**config.mk**
```make
export PLATFORM = sky130hd
export DESIGN_NAME = bv_match_emitter
export DESIGN_NICKNAME = d
export VERILOG_FILES = /design/src/rtl/bv_match_emitter.sv
export SDC_FILE = /design/constraint.sdc
export NUM_CORES = 1
export LEC_CHECK = 0
export ABC_CLOCK_PERIOD_IN_PS = 6200
export BUFFER_PORTS_ARGS = -buffer_cell sky130_fd_sc_hd__buf_4
export CAP_MARGIN = 25
export CORE_AREA = 2 2 187 189
export DETAILED_ROUTE_END_ITERATION = 8
export DIE_AREA = 0 0 189 191
export PLACE_DENSITY = 0.72
export SYNTH_ARGS = -nofsm -noshare
export SYNTH_HDL_FRONTEND = slang
export SYNTH_SLANG_ARGS = --single-unit
```
**constraint.sdc**
```tcl
create_clock -name clk -period 6.2 [get_ports clk]
set_clock_uncertainty 0.2 [all_clocks]
set_input_delay 1.86 -clock clk [delete_from_list [all_inputs] [get_ports clk]]
set_output_delay 1.86 -clock clk [all_outputs]
set_load 0.01 [all_outputs]
```
**src/rtl/bv_match_emitter.sv**
```systemverilog
// rtl/bv_match_emitter.sv - serial (index, priority) emitter for BV match vectors; optional feature macro PRIOR_FILTER_EN
module bv_match_emitter #(
    parameter int BV_WIDTH = 32,
    parameter int CNT_W    = $clog2(BV_WIDTH) + 1
) (
    input  logic                clk,
    input  logic                rst_n,
    input  logic                bv_valid,
    input  logic [BV_WIDTH-1:0] bv_data,
    output logic                bv_ready,
    input  logic                cfg_wr,
    input  logic [7:0]          cfg_addr,
    input  logic [7:0]          cfg_prior,
    output logic                out_valid,
    output logic [7:0]          out_prior,
    output logic [7:0]          out_index,
    output logic                scan_done,
    output logic [CNT_W-1:0]    match_cnt
);

    localparam int IDX_W = $clog2(BV_WIDTH);

    typedef enum logic {
        S_IDLE,
        S_SCAN
    } state_t;

    state_t              r_state;
    logic [BV_WIDTH-1:0] r_pending;
    logic [CNT_W-1:0]    r_cnt;
    logic [7:0]          r_table [BV_WIDTH];

    logic [IDX_W-1:0]    w_sel;
    logic [BV_WIDTH-1:0] w_lowbit;
    logic [BV_WIDTH-1:0] w_rest;
    logic [7:0]          w_sel_prior;
    logic                w_emit;
    logic                w_cfg_hit;

    assign bv_ready = (r_state == S_IDLE);

    // Isolate the lowest set bit; what remains after it is consumed decides the drain.
    assign w_lowbit    = r_pending & (~r_pending + BV_WIDTH'(1));
    assign w_rest      = r_pending & ~w_lowbit;
    assign w_sel_prior = r_table[w_sel];
    assign w_cfg_hit   = cfg_wr && (int'(cfg_addr) < BV_WIDTH);

`ifdef PRIOR_FILTER_EN
    // Priority 0 marks a disabled rule: it still takes its scan slot but is not emitted.
    assign w_emit = (w_sel_prior != 8'd0);
`else
    assign w_emit = 1'b1;
`endif

    // Priority encoder: index of the lowest set bit of the pending vector.
    always_comb begin
        w_sel = '0;
        for (int i = BV_WIDTH - 1; i >= 0; i--) begin
            if (r_pending[i]) begin
                w_sel = IDX_W'(i);
            end
        end
    end

    // Priority table; a write landing on the entry being read shows up from the next cycle.
    always_ff @(posedge clk or negedge rst_n) begin
        if (!rst_n) begin
            for (int i = 0; i < BV_WIDTH; i++) begin
                r_table[i] <= 8'd0;
            end
        end else if (w_cfg_hit) begin
            r_table[cfg_addr[IDX_W-1:0]] <= cfg_prior;
        end
    end

    // Accept/scan FSM with registered tuple, drain pulse and final count.
    always_ff @(posedge clk or negedge rst_n) begin
        if (!rst_n) begin
            r_state   <= S_IDLE;
            r_pending <= '0;
            r_cnt     <= '0;
            out_valid <= 1'b0;
            out_prior <= 8'd0;
            out_index <= 8'd0;
            scan_done <= 1'b0;
            match_cnt <= '0;
        end else begin
            out_valid <= 1'b0;
            scan_done <= 1'b0;
            case (r_state)
                S_IDLE: begin
                    if (bv_valid) begin
                        r_pending <= bv_data;
                        r_cnt     <= '0;
                        r_state   <= S_SCAN;
                    end
                end
                S_SCAN: begin
                    if (r_pending == '0) begin
                        // Only reachable on the first scan cycle of an all-zero vector.
                        scan_done <= 1'b1;
                        match_cnt <= r_cnt;
                        r_state   <= S_IDLE;
                    end else begin
                        r_pending <= w_rest;
                        if (w_emit) begin
                            out_valid <= 1'b1;
                            out_index <= 8'(w_sel);
                            out_prior <= w_sel_prior;
                            r_cnt     <= r_cnt + CNT_W'(1);
                        end
                        if (w_rest == '0) begin
                            scan_done <= 1'b1;
                            match_cnt <= r_cnt + CNT_W'(w_emit);
                            r_state   <= S_IDLE;
                        end
                    end
                end
                default: r_state <= S_IDLE;
            endcase
        end
    end

endmodule
```
Word level (Yosys, flattened, before mapping)
Cells that the tools add are included.
- logic and storage cells: 119
- bits in registers: 316
- bits of input ports: 52
- output and inout port bits: 25
- equal/unequal tests: 2
- add/subtract/negate cells: 2
- muxes and demuxes: 55
- magnitude comparators: 4
- reduce and logical (&&, ||, !) cells: 8
- bitwise gates (word level): 8
- operators with widths (operator ; count):
    bitwise mux 256 bit ; 1
    two-way mux 5 bit ; 32
    AND 32 bit ; 2
    logical NOT 32 bit ; 2
    two-way mux 32 bit ; 2
    inverter 32 bit ; 2
    case mux 32 bit (2 select lines) ; 1
    binary-select mux 8 bit (select 5 bit) ; 1
    demux 8 bit (select 5 bit) ; 1
    adder 32 x 1 -> 32 bit (second input constant) ; 1
    two-way mux 6 bit ; 4
    two-way mux 8 bit ; 3
    >= comparator 6 bit (second input constant) ; 2
    inverter 5 -> 6 bit ; 2
    case mux 6 bit (2 select lines) ; 1
    < comparator 8 x 6 -> 1 bit (second input constant) ; 1
    two-way mux 1 bit ; 8
    adder 6 x 1 -> 6 bit (second input constant) ; 1
    < comparator 6 x 1 -> 1 bit (second input constant) ; 1
    AND reduction 2 bit ; 3
    != test 2 bit (second input constant) ; 2
    logical AND 1 bit ; 2
    inverter 1 bit ; 2
    case mux 1 bit (2 select lines) ; 1
    nonzero test 2 bit ; 1

Logic depth before layout (Yosys ltp)
- depth after elaboration: 36
- mapped depth: 12
- mapped depth without buffers: 9

Worst setup path after synthesis
Ideal clock, no wire load.
- path type: input to register
- start: in cfg_addr[6]
- end: reg r_table[24] (netlist name)
- stages on the path: 5
- library setup time: 125 ps
- arrival time: 3445 ps
- data required time: 5875 ps
- setup slack: 2430 ps
- cells stage by stage: nor4b_1 -> nor3b_1 -> clkbuf_1 -> nand4_1 -> mux2_2
- word-level cells in the longest chain between the ends: 2
- ends and longest elaborated chain (element ; RTL line ; RTL):
    start: declaration ; 12 ; input logic [7:0] cfg_addr,
    < comparator 8 x 6 -> 1 bit ; 46 ; assign w_cfg_hit = cfg_wr && (int'(cfg_addr) < BV_WIDTH);
    logical AND 1 bit ; 46 ;
    end signal: indexed assignment ; 72 ; r_table[cfg_addr[IDX_W-1:0]] <= cfg_prior;
    end: declaration ; 31 ; logic [7:0] r_table [BV_WIDTH];
Every way passes these cells.
A chain may end at the register's enable or synchronous reset.

Final worst setup path
- start: in cfg_addr[6]
- end: reg r_table[225] (netlist name)
The elaborated chain is that of the path after synthesis.

==> results_dict.tcl <==
set metrics [dict create \
    syn_to_final_growth_pct 13.7 \
    finalMaxSlewViolations 0 \
    numCtsBuffers 34 \
    ys_types 71 \
    dp_hpwl_um 25100 \
    io_pins 77 \
    core_area_sq_um 34100 \
    cp-end-kind "flop" \
    post_cts_buffers 0 \
    fin_nets 1414 \
    synth.avg_cell_area_sq_um 11.4 \
    max_stage_delay_ns 0.89 \
    floorplan.die_area_sq_um 36100 \
    start_kind "primary input" \
    cts.root.buffer_cell "clkbuf_16" \
    drtIter0Drc 1144 \
    hold_viol_final 0 \
    routed_wl_um 39600 \
    cts_htree_levels 2 \
    multi_input_area_sq_um 6850 \
    final_common_cell "dfrtp_1" \
    port_buffers 73 \
    dr.pass1.iters 6 \
    grt_pass1_vias 11000 \
    ant_nets 0 \
    maxSlewHeadroom_pct 35.4 \
    yosysSeqAreaShare_pct 52.0 \
    rsz0062_at_grt "no" \
    hold_buffers 0 \
    rows 68 \
    cts_tree "yes" \
    cp_max_fo 8 \
    synth-edff-count 0 \
    antenna_found_initial 0 \
    worst_path_max_delay_cell "nor2b_1" \
    viasPerCell 6.01 \
    drive_gt1_share_pct 31.0 \
    start_util_pct 44.6 \
    ys_warn_count 0 \
    clk_latency_ns 0.54 \
    dr_total_vias 11100 \
    fillers 2985 \
    cp_cell_sequence "buf_4 > nor4b_1 > nand3_1 > nor2b_1 > mux2_2" \
    worstPathArrival_ns 4.64 \
    finalCritPeriodShare_pct 71.5 \
    hold_path_class "reg -> reg" \
    die_x_um 189 \
    worst_slew_pin_slew_ns 0.969 \
    syn_inst 1330 \
    layout_common_cells "dfrtp_1 (316), mux2_2 (257), nand2_1 (226)" \
    period_needed_ns 4.43 \
    path_class "in -> reg" \
    finalSetupViolations 0 \
    grt_max_degree 114 \
    power_density_nw_per_um2 519 \
    max_freq_mhz 226 \
    setup-tns-final_ns 0 \
    cp.required_ns 6.40 \
    seqCellArea_sq_um 7910 \
    grt_usage_pct 22.2 \
    leakage_nw 8.14 \
    ys_async_sr_fraction_pct 100 \
    gp_congestion 0.858 \
    avgRoutedWirePerCell_um 21.5 \
    grt-ovfl-total 0 \
    cts.path.max_buffers 3 \
    grt_pass1_wl_um 62500 \
    die_height_um 191 \
    synth-main-ff-cell "dfrtp_1" \
    syn_area_sq_um 15200 \
    fin_total_pwr_mw 8.96 \
    holdWs_ns 0.300 \
    maxCapViolations 0 \
    n_antenna_cell 0 \
    clkSinkCount 316 \
    cts.clk_slew.worst_paths_ns 0.06 \
    outcome "finished clean" \
    ir_drop_mv 0.711 \
    ys_ff_latch 316 \
    drc 0 \
    post_cts_resized 0 \
]
cell families after synthesis:
logic type               count (synthesis)  synth area share [%]
AND/OR/NAND/NOR                        405                  12.3
XOR/XNOR                                 5                 0.288
adder cells (fa/ha/maj)                  4                 0.280
other                                    1                0.0247
multiplexers                           319                  23.7
flip-flops                             316                  52.0
buffers and inverters                  102                  3.00
AO/OA/AOI/OAI                          178                  8.35
synthesized netlist by cell type (all sizes together), types with 4 or more instances:
library cell,instances,area share (%)
or3,10,0.41
nand4,15,0.62
nor4,10,0.73
o311ai,4,0.23
clkbuf,58,1.4
a32oi,29,1.7
inv,8,0.20
o22ai,8,0.33
mux2,263,19
nor2b,5,0.21
nand3,47,1.5
xnor2,5,0.29
dfrtp,316,52
mux4,7,1.0
nand2,227,5.6
o21ai,49,1.6
a21oi,10,0.35
buf,36,1.4
o211ai,8,0.52
a31oi,20,0.82
a221oi,7,0.40
a21o,4,0.20
a22o,19,1.1
mux2i,49,3.2
nor2,48,1.2
nor3,14,0.56
and2,5,0.21
nand2b,4,0.16
power breakdown:
part | total [mW] | switching (mW) | leakage, nW | internal (mW)
sequential | 2.57 | 0.273 | 4.31 | 2.29
clock | 2.14 | 0.847 | 0.595 | 1.30
combinational | 4.25 | 2.80 | 3.24 | 1.45
cell type report:
class	instances	share of cell area [%]
repair buffers	87	4.23
inverters	8	0.174
multi-input cells	914	39.6
well taps	455	3.29
clock inverters	10	0.876
flip-flops and latches	316	45.8
clock buffers	50	6.02
per-stage QoR:
stage	instance area (sq um)	worst slack (ns)	instances	utilization, %
floorplan	15200	2.43	1332	-
global placement	16000	1.25	1776	46.9
detailed placement	16000	1.22	1777	47.0
CTS	17200	1.76	1837	50.5
global route	17300	1.63	1840	50.6
finish	17300	1.77	1840	50.6
state kept, by name, summed over array words and instances, names as in the netlist:
name,count
match_cnt,6
out_index,5
r_state,1
r_pending,32
out_valid,1
scan_done,1
r_table,256
out_prior,8
r_cnt,6
routing by layer:
layer,GRT usage (%),part of all wire (%),vias up
met3,5.25,8.1,69
met1,29.8,43,5657
met5,0,0,-
li1,-,-,4864
met2,35.3,46,461
met4,7.30,2.6,0
worst max-delay path, delay by kind of cell:
family	cells	cell delay [ns]
AND/OR/NAND/NOR	3	2.25
buffers and inverters	1	0.11
multiplexers	1	0.41
final timing paths:
check	start	endpoint	slack, ns	depth (start not counted)
max reg2reg	r_pending[20]	out_prior[1]	2.28	9
max	cfg_addr[6]	r_table[225]	1.77	5
min reg2reg	match_cnt[3]	match_cnt[3]	0.30	1
min in group asynchronous	rst_n	match_cnt[4]	1.23	1
min	match_cnt[3]	match_cnt[3]	0.30	1
max in group asynchronous	rst_n	r_table[114]	3.32	2
Power figures use the tool's default switching activity.
